[config.mk]
export PLATFORM = sky130hd
export DESIGN_NAME = pipe_stage_reg
export DESIGN_NICKNAME = d
export VERILOG_FILES = /design/src/rtl/pipe_stage_reg_pkg.sv /design/src/rtl/pipe_stage_reg_sat_counter.sv /design/src/rtl/pipe_stage_reg.sv
export SDC_FILE = /design/constraint.sdc
export NUM_CORES = 1
export LEC_CHECK = 0
export CORE_MARGIN = 1.5
export CORE_UTILIZATION = 50
export CTS_BUF_LIST = sky130_fd_sc_hd__clkbuf_8
export CTS_CLUSTER_SIZE = 24
export DETAILED_ROUTE_END_ITERATION = 8
export DONT_BUFFER_PORTS = 1
export SETUP_SLACK_MARGIN = 0.4
export SYNTH_ARGS = -nofsm -noshare
export SYNTH_HDL_FRONTEND = slang
export SYNTH_SLANG_ARGS = --single-unit
[constraint.sdc]
create_clock -name clk_i -period 7.6 [get_ports clk_i]
set_input_delay 1.14 -clock clk_i [delete_from_list [all_inputs] [get_ports clk_i]]
set_output_delay 1.14 -clock clk_i [all_outputs]
set_load 0.03 [all_outputs]
[src/rtl/pipe_stage_reg_pkg.sv]
// Shared definitions for the elastic pipeline stage register.
// The stage state is encoded so that its value equals the number of held entries.
package pipe_stage_reg_pkg;

    typedef enum logic [1:0] {
        ST_EMPTY = 2'd0,
        ST_BUSY  = 2'd1,
        ST_FULL  = 2'd2
    } state_t;

    // RISC-V NOP: addi x0, x0, 0
    localparam logic [31:0] RV_NOP = 32'h0000_0013;

endpackage

[src/rtl/pipe_stage_reg_sat_counter.sv]
// Saturating up-counter.
// Once it reaches all-ones it holds there until reset.
module sat_counter #(
    parameter int W = 16
) (
    input  logic         clk_i,
    input  logic         rst_i,
    input  logic         inc_i,
    output logic [W-1:0] cnt_o
);

    logic [W-1:0] cnt_q;

    always_ff @(posedge clk_i or posedge rst_i) begin
        if (rst_i) begin
            cnt_q <= '0;
        end else if (inc_i && (cnt_q != '1)) begin
            cnt_q <= cnt_q + W'(1);
        end
    end

    assign cnt_o = cnt_q;

endmodule

[src/rtl/pipe_stage_reg.sv]
// Elastic pipeline register with a 2-entry skid buffer, flush and a stall counter.
// All outputs are decoded from registers only.
//
// state    | meaning
// ---------+-------------------------------------------------
// ST_EMPTY | nothing held; bubble on data_o; accepting
// ST_BUSY  | main holds the head; accepting
// ST_FULL  | main and skid both held; not accepting
module pipe_stage_reg
    import pipe_stage_reg_pkg::*;
#(
    parameter int                DATA_W = 32,
    parameter logic [DATA_W-1:0] BUBBLE = DATA_W'(RV_NOP),
    parameter int                CNT_W  = 16
) (
    input  logic              clk_i,
    input  logic              rst_i,
    input  logic              flush_i,
    input  logic              valid_i,
    output logic              ready_o,
    input  logic [DATA_W-1:0] data_i,
    output logic              valid_o,
    input  logic              ready_i,
    output logic [DATA_W-1:0] data_o,
    output logic [1:0]        occupancy_o,
    output logic [CNT_W-1:0]  stall_cnt_o
);

    state_t            state_q, state_d;
    logic [DATA_W-1:0] main_q, main_d;
    logic [DATA_W-1:0] skid_q, skid_d;
    logic              fire_in;
    logic              fire_out;

    always_ff @(posedge clk_i or posedge rst_i) begin
        if (rst_i) begin
            state_q <= ST_EMPTY;
            main_q  <= '0;
            skid_q  <= '0;
        end else begin
            state_q <= state_d;
            main_q  <= main_d;
            skid_q  <= skid_d;
        end
    end

    always_comb begin
        state_d  = state_q;
        main_d   = main_q;
        skid_d   = skid_q;
        fire_in  = valid_i & ready_o & ~flush_i;
        fire_out = valid_o & ready_i;

        case (state_q)
            ST_EMPTY: begin
                if (fire_in) begin
                    main_d  = data_i;
                    state_d = ST_BUSY;
                end
            end
            ST_BUSY: begin
                if (fire_in && fire_out) begin
                    main_d = data_i;
                end else if (fire_in) begin
                    skid_d  = data_i;
                    state_d = ST_FULL;
                end else if (fire_out) begin
                    state_d = ST_EMPTY;
                end
            end
            ST_FULL: begin
                if (fire_out) begin
                    main_d  = skid_q;
                    state_d = ST_BUSY;
                end
            end
            default: state_d = ST_EMPTY;
        endcase

        // A head consumed during flush is still delivered; everything else is squashed.
        if (flush_i) begin
            state_d = ST_EMPTY;
        end
    end

    assign valid_o     = (state_q != ST_EMPTY);
    assign ready_o     = (state_q != ST_FULL);
    assign occupancy_o = state_q;
    assign data_o      = valid_o ? main_q : BUBBLE;

    sat_counter #(
        .W (CNT_W)
    ) u_stall_cnt (
        .clk_i (clk_i),
        .rst_i (rst_i),
        .inc_i (valid_o & ~ready_i),
        .cnt_o (stall_cnt_o)
    );

endmodule

== Yosys cells after proc, flatten, opt, wreduce, memory -nomap -nowiden ==
Cells that the tools add are included.
Widths: inputs -> output; s select.

* Bits in registers: 82
* Bits in latches: 0
* RAM bits: 0
* ROM bits: 0
* Input bits: 37
* Output and inout port bits: 52
* Logic and storage cells: 43
* Memories kept: 0

* Add/subtract/negate cells: 1
* $mul: 0
* Div/mod/pow operators: 0
* Magnitude comparators: 0
* Equality and inequality tests: 11
* Shift operators: 0
* Multiplexer cells: 12
* Bitwise operators: 7
* Reductions and logical operators: 8

{| class="wikitable"
|+ Operators with widths
! operator !! number
|-
| $mux 32 || 4
|-
| $pmux 32 s3 || 1
|-
| $add 16x1->16 const B || 1
|-
| $ne 16x16->1 const B || 1
|-
| $mux 2 || 6
|-
| $ne 3x3->1 const B || 3
|-
| $ne 2x2->1 const B || 4
|-
| $reduce_and 4->1 || 2
|-
| $pmux 2 s3 || 1
|-
| $and 1x1->1 || 4
|-
| $ne 4x4->1 const B || 1
|-
| $not 1->1 || 3
|-
| $reduce_and 3->1 || 1
|-
| $reduce_bool 3->1 || 1
|-
| $eq 2x1->1 const B || 1
|-
| $eq 2x2->1 const B || 1
|-
| $logic_and 1x1->1 || 2
|-
| $logic_not 2->1 || 1
|-
| $reduce_bool 2->1 || 1
|}

== Depth between registers and ports, before layout ==
Gate-level depths: netlist of run 1.

* Depth after elaboration: 7
* Gate-level depth with buffers: 6
* Gate-level depth less buffers: 5

== Cells and area by module ==
From an unflattened synthesis of run 1, not the netlist that was laid out.

* Cells, all modules: 304
* Area, all modules: 3906.2 um^2

{| class="wikitable"
|+ Modules (own cells, without submodules)
! module !! instances !! cells an instance !! area an instance (um^2) !! seq. area each (um^2)
|-
| pipe_stage_reg || 1 || 233 || 3100.5 || 1651.6
|-
| sat_counter || 1 || 71 || 805.8 || 400.4
|}

== Worst setup path after synthesis of run 1 ==
No wires, ideal clock.

* Path kind: reg-to-output
* Start point: register state_q[1] (netlist: occupancy_o[1])
* End point: output data_o[10]
* Arrival time: 1.438 ns
* Required time: 6.460 ns
* Slack: 5.022 ns
* Stages on the path, launching flop included: 4
* Path buffers: 1
* Cells stage by stage: dfrtp_1 > nor2_1 > clkbuf_1 > nor2b_1

* Cells in the longest elaborated chain, start to end: 2

{| class="wikitable"
|+ Ends and longest elaborated chain
! element !! line !! source
|-
| from (decl) || pipe_stage_reg.sv:29 || <nowiki>state_t state_q, state_d;</nowiki>
|-
| from (signal assigned) || pipe_stage_reg.sv:41 || <nowiki>state_q <= state_d;</nowiki>
|-
| $reduce_bool 2->1 || pipe_stage_reg.sv:86 || <nowiki>assign valid_o = (state_q != ST_EMPTY);</nowiki>
|-
| $mux 32 || pipe_stage_reg.sv:89 || <nowiki>assign data_o = valid_o ? main_q : BUBBLE;</nowiki>
|-
| to (decl) || pipe_stage_reg.sv:24 || <nowiki>output logic [DATA_W-1:0] data_o,</nowiki>
|}

No other way between the ends.

== Worst setup path in the final report of run 1 ==
* Start point: register state_q[1] (netlist: occupancy_o[1])
* End point: output ready_o

* Cells in the longest elaborated chain, start to end: 1

{| class="wikitable"
|+ Ends and longest elaborated chain
! element !! line !! source
|-
| $ne 2x2->1 || pipe_stage_reg.sv:87 || <nowiki>assign ready_o = (state_q != ST_FULL);</nowiki>
|-
| to (decl) || pipe_stage_reg.sv:20 || <nowiki>output logic ready_o,</nowiki>
|}

No other way between the ends.

==> reports/qor.yml, run 1 <==
drive_above_1_share: 0.1923
holdPathStages: 2
worstMarginPinSlew_ns: 1.016
syn_inst: 334
drt.antenna.violating_nets: 0
met3_usage: 0.07912
die_h_um: 90.62
setup_viol: 0
final_cell_mix: "dfrtp_1, nand2_1, mux2i_1"
viasPerCell: 5.222
cts_tree: "yes"
cts-htree-levels: 3
ir_worst_vdd_mv: 0.1314
timing.rr.end: "main_q[24]"
r2r_start: "occupancy_o[1]"
fmax_ghz: 0.3200
synth-main-ff-cell: "dfrtp_1"
finalHoldViolations: 0
r2r_setup_slack_ns: 5.25
drv_slew: 0
place_area_um2: 3941
cap_violations: 0
status: "finished, final reports clean"
critPathArrivalTime_ns: 1.98
slew_headroom: 0.3228
finalCriticalPeriod_ns: 3.125
hpwl_um: 4595
clockBufferDepth: 2
fillCellCount: 652
crit_path_end_kind: "primary output"
path_max_fanout: 25
overflow: 0
worst-path-buf-inv: 2
fin_area_um2: 4093
track_usage: 0.1799
worstSetupPathType: "reg -> out"
dieArea_um2: 8212
rsz0062_at_grt: "false"
crit_path_cell_trace: "nor2b_1 > buf_4 > inv_2"
fin_crit_sh: 0.4111
ys_seq_area_frac: 0.5346
ys_types: 38
yosysWarnings: 0
syn-num-nets: 372
cts.clk_slew.worst_paths_ns: 0.07
grtUsageMet1: 0.2320
gp_congestion: 0.8100
vias: 2282
min_path_type: "reg -> reg"
postCtsSetupBuffers: 0
std_cell_rows: 31
die_x_um: 90.62
cp_top_family: "buffers and inverters"
cts-buffers-inserted: 9
firstDrtPassIters: 4
wl_per_cell_um: 15.91
ios: 89
grt_pass1_vias: 2273
final_common_cell: "dfrtp_1"
diodes: 0
required_ns: 6.46
avgSynthCellArea_um2: 11.49
initialDrtViolationCount: 68
reg2reg_depth: 5
root_buffer: "clkbuf_8"
antenna_found_initial: 0
max_stage_delay_ns: 0.61
worst_path_max_delay_cell: "inv_2"
setup_tns_ns: 0
grt_pass1_wl_um: 11460
cp-start-kind: "register"
worstHoldEndpoint: "main_q[13]"
clk_latency_ns: 0.34
synth_edf_count: 0
wirelength_um: 6952
numPortBuffers: 0
synth_area_um2: 3839
synthArstFlopShare: 1.000
hold_buffers: 0
cts_resized: 0
start_util: 0.5236
finalNetCount: 372
clock-sinks: 82
clock_skew_ns: 0.005948
hp-start: "main_q[13]"
p_leak_uw: 0.001941
busiest_layer: "met2"
power_density_nw_per_um2: 256.8
grtUsageMet2: 0.2632
syn2layout_area_growth_pct: 6.617
ys_seq_elements: 82
grt_max_degree: 83
drcViolationCount: 0
core_um2: 7331
-- cell usage after synthesis (all sizes together) (3+ instances only) --
master,count,share of area
nand2,41,0.040
nor4,3,0.0088
and4,3,0.0068
o21ai,33,0.043
mux2i,34,0.089
clkbuf,6,0.0059
mux2,34,0.10
nor3,5,0.0078
xor2,9,0.021
a21oi,3,0.0039
or2,3,0.0049
nand4,4,0.012
buf,10,0.015
nor2b,32,0.052
inv,5,0.0049
nor2,9,0.0088
dfrtp,82,0.53
nand3,4,0.0052
-- how the worst max path moves through the flow --
| stage | cells after the start | startpoint | endpoint |
|---|---|---|---|
| global placement | 4 | ready_i | main_q[21] |
| global route | 3 | occupancy_o[1] | ready_o |
| finish | 3 | occupancy_o[1] | ready_o |
| detailed placement | 4 | ready_i | main_q[24] |
| CTS | 3 | occupancy_o[1] | ready_o |
| floorplan | 1 | rst_i | main_q[0] |
-- stage by stage --
| step | hold slack (ns) | total power (uW) | util | cells | setup slack [ns] |
|---|---|---|---|---|---|
| final | 0.4721 | 1051 | 0.5583 | 437 | 4.475 |
| after global routing | 0.4938 | 1116 | 0.5583 | 437 | 4.361 |
| after CTS | 0.4801 | 1068 | 0.5583 | 437 | 4.419 |
| after detailed placement | 0.4629 | 807.8 | 0.5376 | 422 | 4.758 |
| after global placement | 0.4536 | 800.7 | 0.5376 | 422 | 4.780 |
| after floorplan | 0.4422 | 768.5 | - | 334 | 4.352 |
-- per-layer routing --
| metal | part of all wire | wire length, um | vias up |
|---|---|---|---|
| met2 | 0.45 | 3102 | 55 |
| met5 | 0 | 0 | - |
| met3 | 0.089 | 616 | 8 |
| met4 | 0.014 | 94 | 0 |
| met1 | 0.45 | 3138 | 1068 |
| li1 | - | - | 1151 |
-- worst register-to-register path, cell delays in order (launching register included) --
cell and delay [ns]:
dfrtp_1 0.57, nor2b_1 0.23, buf_4 0.22, a32oi_4 0.65, buf_4 0.42, o21ai_0 0.14
-- flip-flops by register name (all words and copies together) (netlist names) --
| name | cells |
|---|---|
| occupancy_o | 2 |
| skid_q | 32 |
| main_q | 32 |
| u_stall_cnt.cnt_o | 16 |
-- power breakdown --
group	switching, uW	internal (uW)
sequential	83.7	527
combinational	100	84.3
clock	144	112
total	327	723
-- cells by family (layout without fill, tap and decap cells) --
kind of cell	after synthesis	count (layout)	synth area share
simple gates	110	110	0.1617
flops	82	82	0.5346
mux	68	68	0.1894
compound gates	41	41	0.06030
buf+inv	21	25	0.02575
xor+xnor	11	11	0.02510
fa+ha+maj	1	1	0.003259
-- final cells by class --
cell class,count,area (um^2),area share
clock buffer,9,123.9,0.03027
inverter,5,20.02,0.004891
clock inverter,6,27.53,0.006726
timing repair buffer,5,37.54,0.009171
tap,99,123.9,0.03027
sequential,82,2052,0.5014
multi-input combinational,231,1708,0.4173
Power figures use the tool's default switching activity.
==> run 2, diff against run 1 <==
--- a/config.mk
+++ b/config.mk
@@ -11,6 +11,7 @@
 export CTS_CLUSTER_SIZE = 24
 export DETAILED_ROUTE_END_ITERATION = 8
 export DONT_BUFFER_PORTS = 1
+export PLACE_DENSITY = 0.68
 export SETUP_SLACK_MARGIN = 0.4
 export SYNTH_ARGS = -nofsm -noshare
 export SYNTH_HDL_FRONTEND = slang
==> constraint.sdc (replaced) <==
create_clock -name clk_i -period 2.65 [get_ports clk_i]
set_input_delay 0.3975 -clock clk_i [delete_from_list [all_inputs] [get_ports clk_i]]
set_output_delay 0.3975 -clock clk_i [all_outputs]
set_load 0.03 [all_outputs]
==> reports/qor.yml, run 2 (same netlist as run 1, synthesis figures left out) <==
wl_per_cell_um: 16.56  # +4.1%
syn2layout_area_growth_pct: 11.51
fin_crit_sh: 0.8513
firstDrtPassIters: 5  # +1
ir_worst_vdd_mv: 0.4540  # +250%
cts-htree-levels: 3  # unchanged
antenna_found_initial: 0  # unchanged
finalCriticalPeriod_ns: 2.256
viasPerCell: 5.409  # +3.6%
drt.antenna.violating_nets: 0  # unchanged
r2r_start: "occupancy_o[0]"
start_util: 0.5236  # unchanged
min_path_type: "in -> reg"
worstMarginPinSlew_ns: 0.5957  # -0.4201 ns
cts.clk_slew.worst_paths_ns: 0.08  # about the same
final_cell_mix: "dfrtp_1, nand2_1, mux2i_1"
required_ns: 2.25  # -4.21 ns
cts-buffers-inserted: 9  # unchanged
dieArea_um2: 8212  # unchanged
die_x_um: 90.62  # unchanged
clock-sinks: 82  # unchanged
grt_pass1_wl_um: 12380  # +8.0%
grt_pass1_vias: 2468  # +8.6%
fmax_ghz: 0.4433
wirelength_um: 7368  # +6.0%
drive_above_1_share: 0.2601  # +0.06781
overflow: 0  # unchanged
grt_max_degree: 53  # -36%
critical_path.startpoint: "occupancy_o[1]"
drcViolationCount: 0  # unchanged
root_buffer: "clkbuf_8"
status: "finished, final reports clean"
cap_violations: 0  # unchanged
m1WireLength_um: 3299  # +5.1%
critPathArrivalTime_ns: 1.86  # -0.12 ns
rsz0062_at_grt: "true"
top_layer: "met4"
worstSetupPathType: "reg -> out"
path_max_fanout: 19  # -24%
setup_tns_ns: 0  # unchanged
clockBufferDepth: 2  # unchanged
drv_slew: 0  # unchanged
crit_path_end_kind: "primary output"
hp-start: "flush_i"
wl_met3_um: 537  # -13%
clock_skew_ns: 0.01231  # +0.006359 ns
clk_latency_ns: 0.35  # about the same
cts_tree: "yes"
p_leak_uw: 0.002007  # +3.4%
diodes: 0  # unchanged
setup_viol: 0  # unchanged
cp-start-kind: "register"
die_h_um: 90.62  # unchanged
final_common_cell: "dfrtp_1"
core_um2: 7331  # unchanged
finalHoldViolations: 0  # unchanged
finalNetCount: 379  # +1.9%
ios: 89  # unchanged
initialDrtViolationCount: 76  # +12%
power_density_nw_per_um2: 770.9  # +200%
gp_congestion: 0.7801  # -3.7%
slew_headroom: 0.6021  # +0.2793
hpwl_um: 4990  # +8.6%
numPortBuffers: 0  # unchanged
std_cell_rows: 31  # unchanged
vias: 2407  # +5.5%
dr_wl_met2_um: 3428  # +11%
holdWs_ns: 0.1191  # -0.3530 ns
track_usage: 0.1914  # +0.01156
run 2: cell type report:
class | instances | area [um^2]
clock buffer | 10 | 137.6
clock inverter | 6 | 82.58
fill | 625 | 3050
inverter | 5 | 22.52
multi-input combinational | 231 | 1753
sequential | 82 | 2052
tap | 99 | 123.9
timing repair buffer | 12 | 108.9
run 2: path summary, 6_finish.rpt:
kind	cells past startpoint	slack, ns	end
setup / recovery	3	0.39	data_o[5]
hold / removal	1	0.12	occupancy_o[0]
setup reg to reg	4	0.57	main_q[12]
hold reg to reg	2	0.48	main_q[1]
max in group asynchronous	3	1.45	main_q[8]
min in group asynchronous	2	0.59	u_stall_cnt.cnt_o[10]
run 2: stage by stage:
step,setup WS [ns],utilization,instance area [um^2],std cells,total power (uW)
finish,0.3940,0.5839,4280,445,3300
global route,0.3055,0.5839,4280,445,3476
CTS,0.3751,0.5793,4247,445,3331
detailed placement,0.4520,0.5458,4001,428,2334
global placement,0.5705,0.5458,4001,428,2303
floorplan,0.8149,-,3842,334,2204
run 2: power by group:
group	switching (uW)	internal (uW)	total, uW
Clock	431	550	981
Combinational	300	261	561
Sequential	246	1510	1760
Total	978	2320	3300
run 2: what timing repair did:
action                     4_1_cts  5_1_grt
hold buffers                     1        0
gates resized for setup          6       13
hold endpoints to repair        23        0
setup endpoints to repair       19       49
setup buffers                    0        0
run 2: routing by layer:
metal  track usage  vias up
li1              -     1168
met1        0.2479     1161
met2        0.2970       67
met3       0.05640       11
met4       0.08598        0
met5             0        -
run 2: critical path, cell delays in order, from the launching register on:
cell	delay (ns)
dfrtp_1	0.66
nor2_2	0.11
buf_4	0.24
nor2b_1	0.50
